**config.mk**
```make
export PLATFORM = sky130hd
export DESIGN_NAME = xor_share_arbiter
export DESIGN_NICKNAME = d
export VERILOG_FILES = /design/src/rtl/xor_arb_pkg.sv /design/src/rtl/rr_arbiter.sv /design/src/rtl/xor_share_arbiter.sv
export SDC_FILE = /design/constraint.sdc
export NUM_CORES = 1
export LEC_CHECK = 0
export ABC_AREA = 1
export BUFFER_PORTS_ARGS = -buffer_cell sky130_fd_sc_hd__buf_4
export CAP_MARGIN = 20
export CORE_ASPECT_RATIO = 0.5
export CORE_MARGIN = 1
export CORE_UTILIZATION = 49
export CTS_BUF_LIST = sky130_fd_sc_hd__clkbuf_8
export CTS_CLUSTER_SIZE = 24
export DETAILED_ROUTE_END_ITERATION = 16
export GPL_TIMING_DRIVEN = 0
export PLACE_DENSITY = 0.95
export SKIP_LAST_GASP = 1
export SYNTH_ARGS = -nofsm -noshare
export SYNTH_HDL_FRONTEND = slang
export SYNTH_SLANG_ARGS = --single-unit
```
**constraint.sdc**
```tcl
create_clock -name clk -period 5.37 [get_ports clk]
set_input_delay 0.2685 -clock clk [delete_from_list [all_inputs] [get_ports clk]]
set_output_delay 0.2685 -clock clk [all_outputs]
set_load 0.01 [all_outputs]
```
**src/rtl/xor_arb_pkg.sv**
```systemverilog
// Shared constants, output-state encoding and index helpers for the shared XOR arbiter.
package xor_arb_pkg;

    localparam int DEF_N_REQ = 4;
    localparam int DEF_WIDTH = 8;

    typedef enum logic {
        OUT_EMPTY = 1'b0,
        OUT_FULL  = 1'b1
    } out_state_t;

    // A single requester still needs a one-bit id field.
    function automatic int id_width(input int n);
        return (n <= 1) ? 1 : $clog2(n);
    endfunction

    function automatic int onehot_to_index(input logic [31:0] oh);
        int idx;
        idx = 0;
        for (int i = 0; i < 32; i++) begin
            if (oh[i]) begin
                idx = i;
            end
        end
        return idx;
    endfunction

endpackage

```
**src/rtl/rr_arbiter.sv**
```systemverilog
// Combinational round-robin pick: first set request after the last winner, with wrap-around.
module rr_arbiter
    import xor_arb_pkg::*;
#(
    parameter  int N_REQ = DEF_N_REQ,
    localparam int ID_W  = id_width(N_REQ)
) (
    input  logic [N_REQ-1:0] req,
    input  logic [ID_W-1:0]  last,
    output logic [N_REQ-1:0] grant,
    output logic             any
);

    logic            found;
    logic [ID_W-1:0] idx;

    always_comb begin
        grant = '0;
        found = 1'b0;
        idx   = '0;
        for (int k = 1; k <= N_REQ; k++) begin
            idx = ID_W'((int'(last) + k) % N_REQ);
            if (!found && req[idx]) begin
                grant[idx] = 1'b1;
                found      = 1'b1;
            end
        end
    end

    assign any = |req;

endmodule

```
**src/rtl/xor_share_arbiter.sv**
```systemverilog
// One registered XOR unit shared by N_REQ requesters through a round-robin arbiter
// feeding a single-entry ready/valid output register.
module xor_share_arbiter
    import xor_arb_pkg::*;
#(
    parameter  int N_REQ = DEF_N_REQ,
    parameter  int WIDTH = DEF_WIDTH,
    localparam int ID_W  = id_width(N_REQ)
) (
    input  logic                   clk,
    input  logic                   rst,
    input  logic                   en,
    input  logic [N_REQ-1:0]       req,
    input  logic [N_REQ*WIDTH-1:0] op_a,
    input  logic [N_REQ*WIDTH-1:0] op_b,
    output logic [N_REQ-1:0]       ack,
    output logic                   res_valid,
    input  logic                   res_ready,
    output logic [WIDTH-1:0]       res_data,
    output logic [ID_W-1:0]        res_id
);

    out_state_t        state, state_nx;
    logic [ID_W-1:0]   last;
    logic [N_REQ-1:0]  grant;
    logic              any;
    logic              slot_free;
    logic              issue;
    logic [ID_W-1:0]   win_id;
    logic [WIDTH-1:0]  xor_sel;

    logic [N_REQ-1:0]  ack_p1;
    logic [WIDTH-1:0]  res_data_p1;
    logic [ID_W-1:0]   res_id_p1;

    rr_arbiter #(
        .N_REQ (N_REQ)
    ) u_rr_arbiter (
        .req   (req),
        .last  (last),
        .grant (grant),
        .any   (any)
    );

    assign slot_free = (state == OUT_EMPTY) || res_ready;
    assign issue     = en && slot_free && any;
    assign win_id    = ID_W'(onehot_to_index(32'(grant)));

    // AND-OR select keyed by the one-hot grant avoids a variable part-select.
    always_comb begin
        xor_sel = '0;
        for (int i = 0; i < N_REQ; i++) begin
            if (grant[i]) begin
                xor_sel = xor_sel | (op_a[i*WIDTH +: WIDTH] ^ op_b[i*WIDTH +: WIDTH]);
            end
        end
    end

    always_ff @(posedge clk) begin
        if (rst) begin
            state <= OUT_EMPTY;
        end else begin
            state <= state_nx;
        end
    end

    always_comb begin
        state_nx = state;
        case (state)
            OUT_EMPTY: if (issue) state_nx = OUT_FULL;
            OUT_FULL: begin
                if (issue) begin
                    state_nx = OUT_FULL;
                end else if (res_ready) begin
                    state_nx = OUT_EMPTY;
                end
            end
            default:   state_nx = OUT_EMPTY;
        endcase
    end

    always_comb begin
        res_valid = (state == OUT_FULL);
    end

    // Stage p1: issued operation captured into the output slot.
    always_ff @(posedge clk) begin
        if (rst) begin
            ack_p1      <= '0;
            res_data_p1 <= '0;
            res_id_p1   <= '0;
            last        <= ID_W'(N_REQ - 1);
        end else begin
            ack_p1 <= issue ? grant : '0;
            if (issue) begin
                res_data_p1 <= xor_sel;
                res_id_p1   <= win_id;
                last        <= win_id;
            end
        end
    end

    assign ack      = ack_p1;
    assign res_data = res_data_p1;
    assign res_id   = res_id_p1;

endmodule

```
# After elaboration in Yosys (flattened, before gate mapping)
# Cells that the tools add are included.
# totals
regBits,17
out_inout_bits,15
# op_classes
addsub,4
magnitude_cmp,8
mux,34
bitwise_logic,12
reduce_logical,15
# op_table
operator,count
$mux 8,4
$xor 8x8->8,4
$or 8x8->8,3
$mux 4,4
$mux 1,15
$lt 2x3->1 const B,4
$or 4x4->4,3
$logic_and 1x1->1,9
$bmux 1 s2,4
$demux 1 s2,4
$ge 2x1->1 const B,4
$add 2x1->2 const B,2
$add 2x2->2 const B,2
$mux 2,2
$reduce_or 4->1,1
$logic_not 1->1,3
$not 1->1,2
$pmux 1 s2,1
$reduce_or 2->1,1
$logic_or 1x1->1,1

# Depth between registers and ports, before layout
# depth
ltp_word,20
mapped_depth,14
mapped_depth_nobuf,14

# Modules after synthesis
# From an unflattened synthesis, not the netlist that was laid out.
# hier_totals
cells_unflattened,311
hier_area_um2,1692.9
# modules_own_cells
mod,n_inst,cells_each,area_each_um2,seq_area_each_um2
xor_share_arbiter,1,235,1265.0,340.3
rr_arbiter,1,76,427.9,0.0

# Worst setup path before layout
# OpenSTA, ideal clock, no wires.
# synth_timing
kind,register to register
start,register last[0]
end,register last[1]
setup_time_ns,0.134
arrival_ns,1.860
required_time_ns,5.236
path_slack_ns,3.375
path_stages_with_launch,12
path_buffers,0
cell_sequence,dfxtp_1 -> inv_2 -> ha_1 -> inv_1 -> nand3_2 -> nand2_4 -> nand2_4 -> inv_2 -> nand3_1 -> nand3_2 -> o21ai_0 -> o211ai_1
# synth_via
elab_chain_cells,15
# synth_rtl
item,line_no,rtl
start: declaration,xor_share_arbiter.sv:24,logic [ID_W-1:0] last;
start signal: assignment,xor_share_arbiter.sv:92,last <= ID_W'(N_REQ - 1);
start signal: assignment,xor_share_arbiter.sv:98,last <= win_id;
branches (longest 12 deep; another with $lt 2x3->1),n/a,
$mux 4 (*),rr_arbiter.sv:23,if (!found && req[idx]) begin
$mux 2,xor_arb_pkg.sv:21,if (oh[i]) begin
$mux 2 (*),xor_arb_pkg.sv:21,
# Every way passes the cells marked *. The select of a mux whose other input is x is not followed.
# A chain may end at the register's enable or synchronous reset.

# Worst setup path in the final report
# Ends and elaborated chain as after synthesis.

==> impl_metrics.toml <==
[run_status]
outcome = "complete, no violations"

[grt]
via_count_of_the_first_global_routing_pass = 1597
track_usage = 0.2740
antenna_found_initial = 0
global_route_wire_length_before_repair_mm = 6.582
maximum_number_of_pins_on_one_net_before_global_route_repair = 11
gr-total-overflow = 0

[placed_design]
gpl.final_weighted_congestion = 0.8274
estimated_wirelength_of_the_detail_placed_design_mm = 3.585
numPortBuffers = 86
post-place-cells = 344

[clocking]
cts_tree = "yes"
h-tree-depth = 1
cts-root-to-sink-buffers = 2
cts_resized = 0
clock_slew_at_reported_path_ffs_ns = 0.07
post_cts_buffers = 0
holdBufCountCts = 0
clock_insertion_delay_worst_skew_ns = 0.25
clk_root_buffer_cell = "sky130_fd_sc_hd__clkbuf_8"
cts_num_sinks = 17
clock_buffer_count_from_cts = 3

[sta]
final_period_util = 0.4642
hold_violations = 0
grt_setup_unrepaired = "false"
achievable-frequency_ghz = 0.4012
setup_violations = 0
clock-skew-final_ns = 0.008346
tightestPinTransition_ns = 0.4938
final.min_clock_period_ns = 2.493
fin_tns_setup_ns = 0
timing.max_slew.rel_slack = 0.6665
maxSlewViolCount = 0

[synth]
synth-seq-cells = 17
synth_seq_area_share = 0.2305
synth.yosys.warnings = 0
mappedNetlistNets = 299
postSynthAreaPerCell_um2 = 6.681
syn_area_um2 = 1476
netlist_instances = 221
synthDistinctLibCells = 22

[die]
die_area_um2 = 3250
row_count = 13
dieHeight_um = 40.82
initial_core_util = 0.5435
design.core.area_um2 = 2716
x_dimension_of_the_die_um = 79.63
ioPinCount = 87

[run]
max_cap_viol_count = 0

[power_and_ir_drop]
pwr-share-clk = 0.171
netSwitchingFraction = 0.4288
power.leakage_uw = 0.001200
power_report.internal_total_uw = 320.6
power.density_cell_area_nw_per_um2 = 253.6
switchingPower_uw = 240.6
vdd_ir_drop_max_mv = 0.1353
seqPwrFrac = 0.278
comb_power_share = 0.551

[min_path]
count_of_cells_along_the_worst_hold_path = 2
min-delay-path-class = "in2reg"

[route]
dr_total_vias = 1780
wl_per_instance_um = 12.93
number_of_nets_still_failing_antenna_checks_after_routing = 0
drt_first_iter_violations = 110
drcViolationCount = 0
wl_mm = 4.498
route.detailed.vias_per_inst = 5.115
drtPass1Iterations = 4

[critical_path]
timing.critical_path.fanout_max = 10
reg2regPathDepth = 11
critical_path_class = "reg2reg"
cp.arrival_ns = 2.62
critical_path_capture_point_type = "flip-flop"
crit_required_ns = 5.49
cp-start-kind = "flip-flop"

[finish]
n_antenna_cell = 0
final_core_utilization = 0.8148
stdcell_count = 348
layout-area-overhead-vs-synth_pct = 49.92
final_nets = 390
post_route_cells_drive_above_1_share = 0.3441
n_fill_cell = 183
[layout make-up]
| class | count | area [µm²] | share of cell area |
|---|---|---|---|
| clock inverter | 1 | 3.754 | 0.001696 |
| inverter | 16 | 60.06 | 0.02713 |
| buffer | 3 | 16.27 | 0.007349 |
| multi-input combinational | 185 | 1060 | 0.4788 |
| sequential | 17 | 340.3 | 0.1538 |
| timing repair buffer | 86 | 645.6 | 0.2917 |
| tap | 37 | 46.29 | 0.02092 |
| clock buffer | 3 | 41.29 | 0.01865 |
[power groups by stage]
stage | clock (µW) | sequential, µW | combinational [µW]
after global placement | 0 | 157 | 291
after global routing | 101 | 158 | 338
final | 96.1 | 156 | 309
after floorplan | 0 | 163 | 183
after CTS | 95.3 | 156 | 308
after detailed placement | 0 | 158 | 305
[placed cells by master (no fill, tap or decap), types with 2 or more instances in the layout]
cell,Yosys,final
sky130_fd_sc_hd__buf_4,1,87
sky130_fd_sc_hd__nand2_1,73,73
sky130_fd_sc_hd__xor2_1,32,32
sky130_fd_sc_hd__nand3_1,26,26
sky130_fd_sc_hd__nor2_1,19,19
sky130_fd_sc_hd__dfxtp_1,17,17
sky130_fd_sc_hd__inv_1,13,14
sky130_fd_sc_hd__o21ai_0,9,9
sky130_fd_sc_hd__ha_1,6,6
sky130_fd_sc_hd__nand3_2,5,5
sky130_fd_sc_hd__inv_2,3,3
sky130_fd_sc_hd__a21oi_1,3,3
sky130_fd_sc_hd__clkbuf_8,0,3
sky130_fd_sc_hd__nand2_2,2,2
sky130_fd_sc_hd__nand2_4,2,2
sky130_fd_sc_hd__nand3_4,2,2
sky130_fd_sc_hd__a31oi_1,2,2
[worst max-delay path, stage by stage, from the launching register on]
cell	delay [ns]
sky130_fd_sc_hd__dfxtp_1	0.55
sky130_fd_sc_hd__inv_2	0.16
sky130_fd_sc_hd__ha_1	0.36
sky130_fd_sc_hd__inv_1	0.08
sky130_fd_sc_hd__nand3_2	0.13
sky130_fd_sc_hd__nand2_4	0.09
sky130_fd_sc_hd__nand2_4	0.08
sky130_fd_sc_hd__inv_2	0.07
sky130_fd_sc_hd__nand3_1	0.10
sky130_fd_sc_hd__nand3_2	0.26
sky130_fd_sc_hd__o21ai_0	0.34
sky130_fd_sc_hd__o211ai_1	0.13
[metrics by stage]
step	setup WS [ns]	total power [µW]	cell area, µm²	hold slack (ns)
6_report	2.877	561.2	2213	0.2129
5_1_grt	2.774	596.1	2213	0.2041
4_1_cts	2.905	558.5	2213	0.2039
3_5_place_dp	2.976	463.0	2168	0.4668
3_3_place_gp	3.078	448.0	2168	0.4566
2_1_floorplan	3.375	346.0	1476	0.3309
[cell usage after synthesis]
cell / number / share of area
sky130_fd_sc_hd__a21oi_2: 1 / 0.0059
sky130_fd_sc_hd__nand2_1: 73 / 0.19
sky130_fd_sc_hd__o211ai_1: 1 / 0.0051
sky130_fd_sc_hd__a31oi_1: 2 / 0.0085
sky130_fd_sc_hd__nor2_4: 1 / 0.0076
sky130_fd_sc_hd__nand2_2: 2 / 0.0085
sky130_fd_sc_hd__inv_2: 3 / 0.0076
sky130_fd_sc_hd__o41ai_1: 1 / 0.0059
sky130_fd_sc_hd__inv_1: 13 / 0.033
sky130_fd_sc_hd__ha_1: 6 / 0.051
sky130_fd_sc_hd__nand3_1: 26 / 0.088
sky130_fd_sc_hd__dfxtp_1: 17 / 0.23
sky130_fd_sc_hd__buf_4: 1 / 0.0051
sky130_fd_sc_hd__nand2_4: 2 / 0.015
sky130_fd_sc_hd__nand3_4: 2 / 0.024
sky130_fd_sc_hd__a21oi_1: 3 / 0.010
sky130_fd_sc_hd__o21ai_0: 9 / 0.031
sky130_fd_sc_hd__nand3_2: 5 / 0.034
sky130_fd_sc_hd__nor2_1: 19 / 0.048
sky130_fd_sc_hd__clkbuf_1: 1 / 0.0025
sky130_fd_sc_hd__buf_2: 1 / 0.0034
sky130_fd_sc_hd__xor2_1: 32 / 0.19
[state kept, by name (all words and copies together), names as in the netlist]
name / cells
res_data: 8
ack: 4
last: 2
res_id: 2
res_valid: 1
[per-layer routing]
metal	vias to the layer above	share of wire	GRT usage
li1	885	-	-
met1	813	0.39	0.2861
met2	76	0.54	0.5769
met3	6	0.053	0.04889
met4	0	0.013	0.1227
met5	-	0	0
[path summary, 6_finish.rpt]
kind	start	endpoint	slack, ns
worst min register to register	res_id[0]	res_id[0]	0.49
worst max register to register	last[0]	last[1]	2.88
worst min-delay path	rst	res_id[0]	0.21
worst max-delay path	last[0]	last[1]	2.88
[cells by family after synthesis]
kind of cell               count (synthesis)  share of synthesized area
AOI/OAI and AO/OA                         17                    0.06610
and+or+nand+nor                          130                     0.4110
buffers and inverters                     19                    0.05169
xor gates and xnor gates                  32                     0.1898
DFF                                       17                     0.2305
adders and majority gates                  6                    0.05085
Note: power is estimated with default switching activity, not from simulation.
